`config.mk`:
```
export PLATFORM = sky130hd
export DESIGN_NAME = dual_port_mem_controller
export DESIGN_NICKNAME = d
export VERILOG_FILES = /design/src/rtl/dual_port_mem_controller_pkg.sv /design/src/rtl/dual_port_mem_controller_rr_arbiter.sv /design/src/rtl/dual_port_mem_controller.sv
export SDC_FILE = /design/constraint.sdc
export NUM_CORES = 1
export LEC_CHECK = 0
export ABC_AREA = 1
export CORE_AREA = 2 2 145 147
export CTS_BUF_LIST = sky130_fd_sc_hd__clkbuf_4 sky130_fd_sc_hd__clkbuf_8
export CTS_CLUSTER_DIAMETER = 100
export DETAILED_ROUTE_END_ITERATION = 7
export DIE_AREA = 0 0 147 149
export GPL_TIMING_DRIVEN = 0
export HOLD_SLACK_MARGIN = 0.03
export PLACE_DENSITY = 0.66
export SLEW_MARGIN = 20
export SYNTH_ARGS = -nofsm -noshare
export SYNTH_HDL_FRONTEND = slang
export SYNTH_SLANG_ARGS = --single-unit
```
`constraint.sdc`:
```
create_clock -name clk -period 2.8 [get_ports clk]
set_input_delay 0.84 -clock clk [delete_from_list [all_inputs] [get_ports clk]]
set_output_delay 0.84 -clock clk [all_outputs]
set_load 0.1 [all_outputs]
```
`src/rtl/dual_port_mem_controller_pkg.sv`:
```
// ============================================================================
//  Module : dual_port_mem_controller_pkg
//  Brief  : Shared sizing helpers for the memory controller and future LSQ blocks.
//  Rev    : 1.0  initial release
// ============================================================================
`default_nettype none

package dual_port_mem_controller_pkg;

   function automatic int clog2(input int n);
      int r;
      r = 0;
      while ((1 << r) < n) r++;
      return r;
   endfunction

   // Port-index width; a single port still needs one bit to hold index 0.
   function automatic int idx_width(input int n);
      return (n <= 1) ? 1 : clog2(n);
   endfunction

endpackage

`default_nettype wire

```
`src/rtl/dual_port_mem_controller_rr_arbiter.sv`:
```
// ============================================================================
//  Module : rr_arbiter
//  Brief  : Combinational round-robin arbiter, search starts at ptr.
//  Rev    : 1.0  initial release
// ============================================================================
`default_nettype none

module rr_arbiter #(
   parameter int N  = 2,
   parameter int IW = 1
) (
   input  logic [N-1:0]  req,
   input  logic [IW-1:0] ptr,
   output logic [N-1:0]  gnt,
   output logic [IW-1:0] idx,
   output logic          gnt_valid
);

   logic [IW-1:0] cand;

   always_comb begin
      gnt       = '0;
      idx       = '0;
      gnt_valid = 1'b0;
      cand      = '0;
      for (int k = 0; k < N; k++) begin
         cand = IW'((int'(ptr) + k) % N);
         if (!gnt_valid && req[cand]) begin
            gnt_valid = 1'b1;
            idx       = cand;
            gnt[cand] = 1'b1;
         end
      end
   end

endmodule

`default_nettype wire

```
`src/rtl/dual_port_mem_controller.sv`:
```
// ============================================================================
//  Module : dual_port_mem_controller
//  Brief  : Arbitrates load ports onto RAM port 0 and store ports onto port 1.
//           Optional macro MEM_CTRL_STATS_EN adds ld_count/st_count outputs.
//  Rev    : 1.0  initial release
// ============================================================================
`default_nettype none

module dual_port_mem_controller
   import dual_port_mem_controller_pkg::*;
#(
   parameter int DATA_WIDTH  = 32,
   parameter int ADDR_WIDTH  = 32,
   parameter int LOAD_COUNT  = 2,
   parameter int STORE_COUNT = 1
) (
   input  logic                              clk,
   input  logic                              rst,
   input  logic [LOAD_COUNT*ADDR_WIDTH-1:0]  ld_addr,
   input  logic [LOAD_COUNT-1:0]             ld_addr_valid,
   output logic [LOAD_COUNT-1:0]             ld_addr_ready,
   output logic [LOAD_COUNT*DATA_WIDTH-1:0]  ld_data,
   output logic [LOAD_COUNT-1:0]             ld_data_valid,
   input  logic [LOAD_COUNT-1:0]             ld_data_ready,
   input  logic [STORE_COUNT*ADDR_WIDTH-1:0] st_addr,
   input  logic [STORE_COUNT*DATA_WIDTH-1:0] st_data,
   input  logic [STORE_COUNT-1:0]            st_valid,
   output logic [STORE_COUNT-1:0]            st_ready,
   input  logic                              end_valid,
   output logic                              end_ready,
   output logic                              ce0,
   output logic                              we0,
   output logic [ADDR_WIDTH-1:0]             address0,
   output logic [DATA_WIDTH-1:0]             mem_din0,
   input  logic [DATA_WIDTH-1:0]             mem_dout0,
   output logic                              ce1,
   output logic                              we1,
   output logic [ADDR_WIDTH-1:0]             address1,
   output logic [DATA_WIDTH-1:0]             mem_din1,
   output logic                              done
`ifdef MEM_CTRL_STATS_EN
   ,output logic [31:0]                      ld_count
   ,output logic [31:0]                      st_count
`endif
);

   localparam int LIW = idx_width(LOAD_COUNT);
   localparam int SIW = idx_width(STORE_COUNT);

   logic [LIW-1:0]         ld_ptr, ld_idx, infl_idx;
   logic                   infl_valid, ld_gnt_valid;
   logic [LOAD_COUNT-1:0]  ld_elig, ld_gnt;
   logic [SIW-1:0]         st_ptr, st_idx;
   logic                   st_gnt_valid;
   logic [STORE_COUNT-1:0] st_gnt;
   logic                   quiet;

   // A port may issue only if its buffer has room when the read data lands.
   always_comb begin
      ld_elig = '0;
      for (int i = 0; i < LOAD_COUNT; i++) begin
         ld_elig[i] = ld_addr_valid[i]
                    & ~(infl_valid & (infl_idx == LIW'(i)))
                    & (~ld_data_valid[i] | ld_data_ready[i]);
      end
   end

   rr_arbiter #(.N(LOAD_COUNT), .IW(LIW)) u_ld_arb (
      .req       (ld_elig),
      .ptr       (ld_ptr),
      .gnt       (ld_gnt),
      .idx       (ld_idx),
      .gnt_valid (ld_gnt_valid)
   );

   rr_arbiter #(.N(STORE_COUNT), .IW(SIW)) u_st_arb (
      .req       (st_valid),
      .ptr       (st_ptr),
      .gnt       (st_gnt),
      .idx       (st_idx),
      .gnt_valid (st_gnt_valid)
   );

   assign ld_addr_ready = ld_gnt;
   assign ce0           = ld_gnt_valid;
   assign we0           = 1'b0;
   assign mem_din0      = '0;
   assign address0      = ld_addr[int'(ld_idx)*ADDR_WIDTH +: ADDR_WIDTH];

   assign st_ready      = st_gnt;
   assign ce1           = st_gnt_valid;
   assign we1           = st_gnt_valid;
   assign address1      = st_addr[int'(st_idx)*ADDR_WIDTH +: ADDR_WIDTH];
   assign mem_din1      = st_data[int'(st_idx)*DATA_WIDTH +: DATA_WIDTH];

   assign quiet     = ~|ld_addr_valid & ~|st_valid & ~infl_valid & ~|ld_data_valid;
   assign end_ready = done;

   always_ff @(posedge clk or posedge rst) begin
      if (rst) begin
         ld_ptr     <= '0;
         st_ptr     <= '0;
         infl_valid <= 1'b0;
         infl_idx   <= '0;
         done       <= 1'b0;
      end else begin
         infl_valid <= ld_gnt_valid;
         infl_idx   <= ld_idx;
         if (ld_gnt_valid)
            ld_ptr <= (int'(ld_idx) == LOAD_COUNT - 1) ? '0 : ld_idx + 1'b1;
         if (st_gnt_valid)
            st_ptr <= (int'(st_idx) == STORE_COUNT - 1) ? '0 : st_idx + 1'b1;
         if (!end_valid)
            done <= 1'b0;
         else if (quiet)
            done <= 1'b1;
      end
   end

   // Capture has priority over drain so a same-edge refill keeps the buffer full.
   always_ff @(posedge clk or posedge rst) begin
      if (rst) begin
         ld_data_valid <= '0;
         ld_data       <= '0;
      end else begin
         for (int i = 0; i < LOAD_COUNT; i++) begin
            if (infl_valid && (infl_idx == LIW'(i))) begin
               ld_data[i*DATA_WIDTH +: DATA_WIDTH] <= mem_dout0;
               ld_data_valid[i]                    <= 1'b1;
            end else if (ld_data_ready[i]) begin
               ld_data_valid[i] <= 1'b0;
            end
         end
      end
   end

`ifdef MEM_CTRL_STATS_EN
   always_ff @(posedge clk or posedge rst) begin
      if (rst) begin
         ld_count <= '0;
         st_count <= '0;
      end else begin
         if (ld_gnt_valid) ld_count <= ld_count + 32'd1;
         if (st_gnt_valid) st_count <= st_count + 32'd1;
      end
   end
`endif

endmodule

`default_nettype wire

```
==> summary.txt <==
Routing
  – DR vias: slightly above 4,000
  – Drt pass-1 iters: 4
  – First DRT Iteration DRCs: ~130
  – Drt drc: 0
  – Post-Route WL: about 15,000 um
  – Via/cell ratio: ~3.8
  – Antenna Nets Post-Route: 0
  – Wire length per cell: roughly 14 um

Logic synthesis
  – Synth unique cells: 18
  – Largest family of logic cells by synthesized area: buffers and inverters
  – Register area share after synthesis: 0.4523
  – Synth Area in Adders: 0
  – Average cell area after synthesis: around 8 um^2
  – Proportion of netlist area held by the largest area contributor: 0.4523
  – XOR/XNOR Fraction of Synth Area: 0
  – Compound-Gate Fraction of Synth Area: 0.08724
  – Cells after Synth: approximately 480
  – Synthesized flop and latch total: 70
  – Area leader, netlist: dfrtp_1
  – Post-synthesis mux area share: 0
  – Synthesized cell area: just under 4000 um^2
  – Simple-gate share of the synthesized area: 0.1880
  – Synth warnings: 0
  – Synth top area cells: dfrtp_1 (45%), buf_4 (20%), nand2_1 (13%)

STA
  – Least-Margin Pin Slew: approximately 1.1 ns
  – Slew Limit Fails: 0
  – F_max: around 0.36 GHz
  – RSZ-0062 raised after global routing: true
  – Worst Clk Skew: 0.01230 ns
  – Final Hold Vio Count: 0
  – Period utilisation layout: 0.9835
  – Final setup vio count: 0
  – Post-layout minimum cycle time: approximately 2.8 ns
  – Slew headroom: 0.2898

CTS
  – Clock slew at reported path FFs: approximately 0.070 ns
  – Total CTS buffers: 9
  – Worst-Skew Late Latency: about 0.34 ns
  – CTS max path bufs: 2
  – CTS H-tree depth: 3
  – CTS sink count: 70
  – Root Buffer Master: clkbuf_8
  – CTS tree: yes

Floorplanning
  – Top Ports: about 370
  – Site Rows: 53
  – CORE AREA: 20,560 um^2
  – Die ar.: around 22,000 um^2
  – Die height: 149 um
  – Starting Density: 0.1884
  – Die width: ~150 um

Place
  – Hpwl dp: 11,500 um
  – Placed cells: roughly 1,100
  – IO Port Bufs: 273
  – Routability cong.: 0.7690

Global route
  – GRT Resource Usage Total: 0.1285
  – Number of global-route vias before repair: roughly 4,100
  – Grt total ovfl: 0
  – First-pass GRT wire length: 22,000 um
  – Pin count of the biggest net entering global routing: 43
  – Antenna violations before repair: 0

Final layout
  – Share of cells above drive strength 1: 0.3414
  – ANT cells: 0
  – Area delta synth->final: 110.3%
  – Fillers: just over 2,000
  – Final net count: between 900 and 1,000
  – Commonest cells after routing, fill and taps aside: clkdlybuf4s50_1 (164), buf_4 (115), nand2_1 (90), dfrtp_1 (68), dlygate4sd2_1 (67)
  – Non-Filler Instances: 1,098
  – Most common cell after layout, fill and taps aside: clkdlybuf4s50_1

Setup path
  – CP cell instances: buf_2, inv_2, nand2_4, nand4_4, buf_6, buf_6, buf_6, nand3_1, nand2_2, buf_12
  – Most frequent CP cell: buf_6
  – Buf+Inv Stages, Crit Path: 6
  – Kind of end point of the critical path: output port
  – Kind of critical path: input port to output port
  – Crit-path max FO: 10
  – Worst Path Required: between 1.5 and 2 ns
  – Critical path's largest stage delay: approximately 0.17 ns
  – Setup crit start kind: input port
  – Slowest stage cell, crit path: buf_6
  – Top delay family on crit path: buffers and inverters
  – Worst path arrival time: 1.91 ns

Hold path
  – Hold WC Path Type: register to register

Status
  – Run status: finished clean

Job
  – Max Cap Viol: 0
## cell families after synthesis
group | Yosys count
simple gates | 174
buf+inv | 167
other cells | 1
flops | 70
compound gates | 67
## layout make-up
type | count | area (um^2) | area share
Tap cell | 275 | 344.1 | 0.04226
Clock buffer | 11 | 138.9 | 0.01706
Sequential cell | 70 | 1754 | 0.2154
Inverter | 43 | 180.2 | 0.02213
Timing Repair Buffer | 296 | 3239 | 0.3978
Buffer | 124 | 943.4 | 0.1159
Clock inverter | 4 | 48.80 | 0.005993
Multi-Input combinational cell | 275 | 1494 | 0.1835
## registers in the layout, summed over array words and instances, names as in the netlist
register	count
infl_valid	1
infl_idx	1
ld_data	64
ld_ptr	1
done	1
ld_data_valid	2
## worst reg2reg max path, cell delays in order (launching register included)
cell     delay (ns)
dfrtp_1        0.41
nand2_1        0.15
buf_2          0.29
buf_2          0.32
o21ai_0        0.14
## cell usage after synthesis
library cell	n
nand2_1	134
buf_4	103
dfrtp_1	70
o21ai_0	66
inv_1	41
nand3_1	33
buf_2	13
clkbuf_2	5
nor2_1	3
buf_6	2
inv_2	2
a21boi_0	1
clkbuf_1	1
conb_1	1
nand2_2	1
nand2_4	1
nand3_2	1
nand4_4	1
## per-layer routing
metal | up-vias | global-route usage | routed length [um]
met5 | - | 0 | 0
met4 | 0 | 0.02885 | 100
met3 | 6 | 0.03731 | 1218
met2 | 193 | 0.2336 | 7930
met1 | 1911 | 0.1502 | 5761
li1 | 2034 | - | -
## timing repair
action | 4_1_cts | 5_1_grt
hold buffers | 0 | 0
setup buffers | 20 | 1
pin swaps | 7 | 6
resized for setup | 442 | 41
cloned | 4 | 1
setup endpoints to repair | 105 | 31
## through the flow
| stage | hold WS [ns] | area (um^2) | setup WS, ns | util | setup TNS, ns |
|---|---|---|---|---|---|
| after floorplan | 0.5348 | 4090 | -0.1069 | - | -0.1069 |
| after global placement | 0.4663 | 7167 | -1.418 | 0.3486 | -132.57 |
| after detailed placement | 0.4722 | 7189 | -1.383 | 0.3497 | -53.43 |
| after CTS | 0.4911 | 7956 | 0.0004943 | 0.3870 | 0 |
| after global routing | 0.5126 | 8143 | -0.01112 | 0.3961 | -0.03293 |
| final | 0.4839 | 8143 | 0.04620 | 0.3961 | 0 |
## worst paths after layout
kind | startpoint | end | slack, ns | depth (start not counted)
max | ld_data_ready[0] | address0[7] | 0.05 | 10
min | ld_data[20] | ld_data[20] | 0.48 | 2
max reg2reg | infl_valid | ld_data[56] | 1.35 | 4
min reg2reg | ld_data[20] | ld_data[20] | 0.48 | 2
max in group asynchronous | rst | ld_data[56] | 1.39 | 3
min in group asynchronous | rst | ld_data[6] | 0.84 | 2
Power is left out: the tool's default activity adds up to more than one toggle a clock period on the data nets, which glitch-free logic cannot reach.
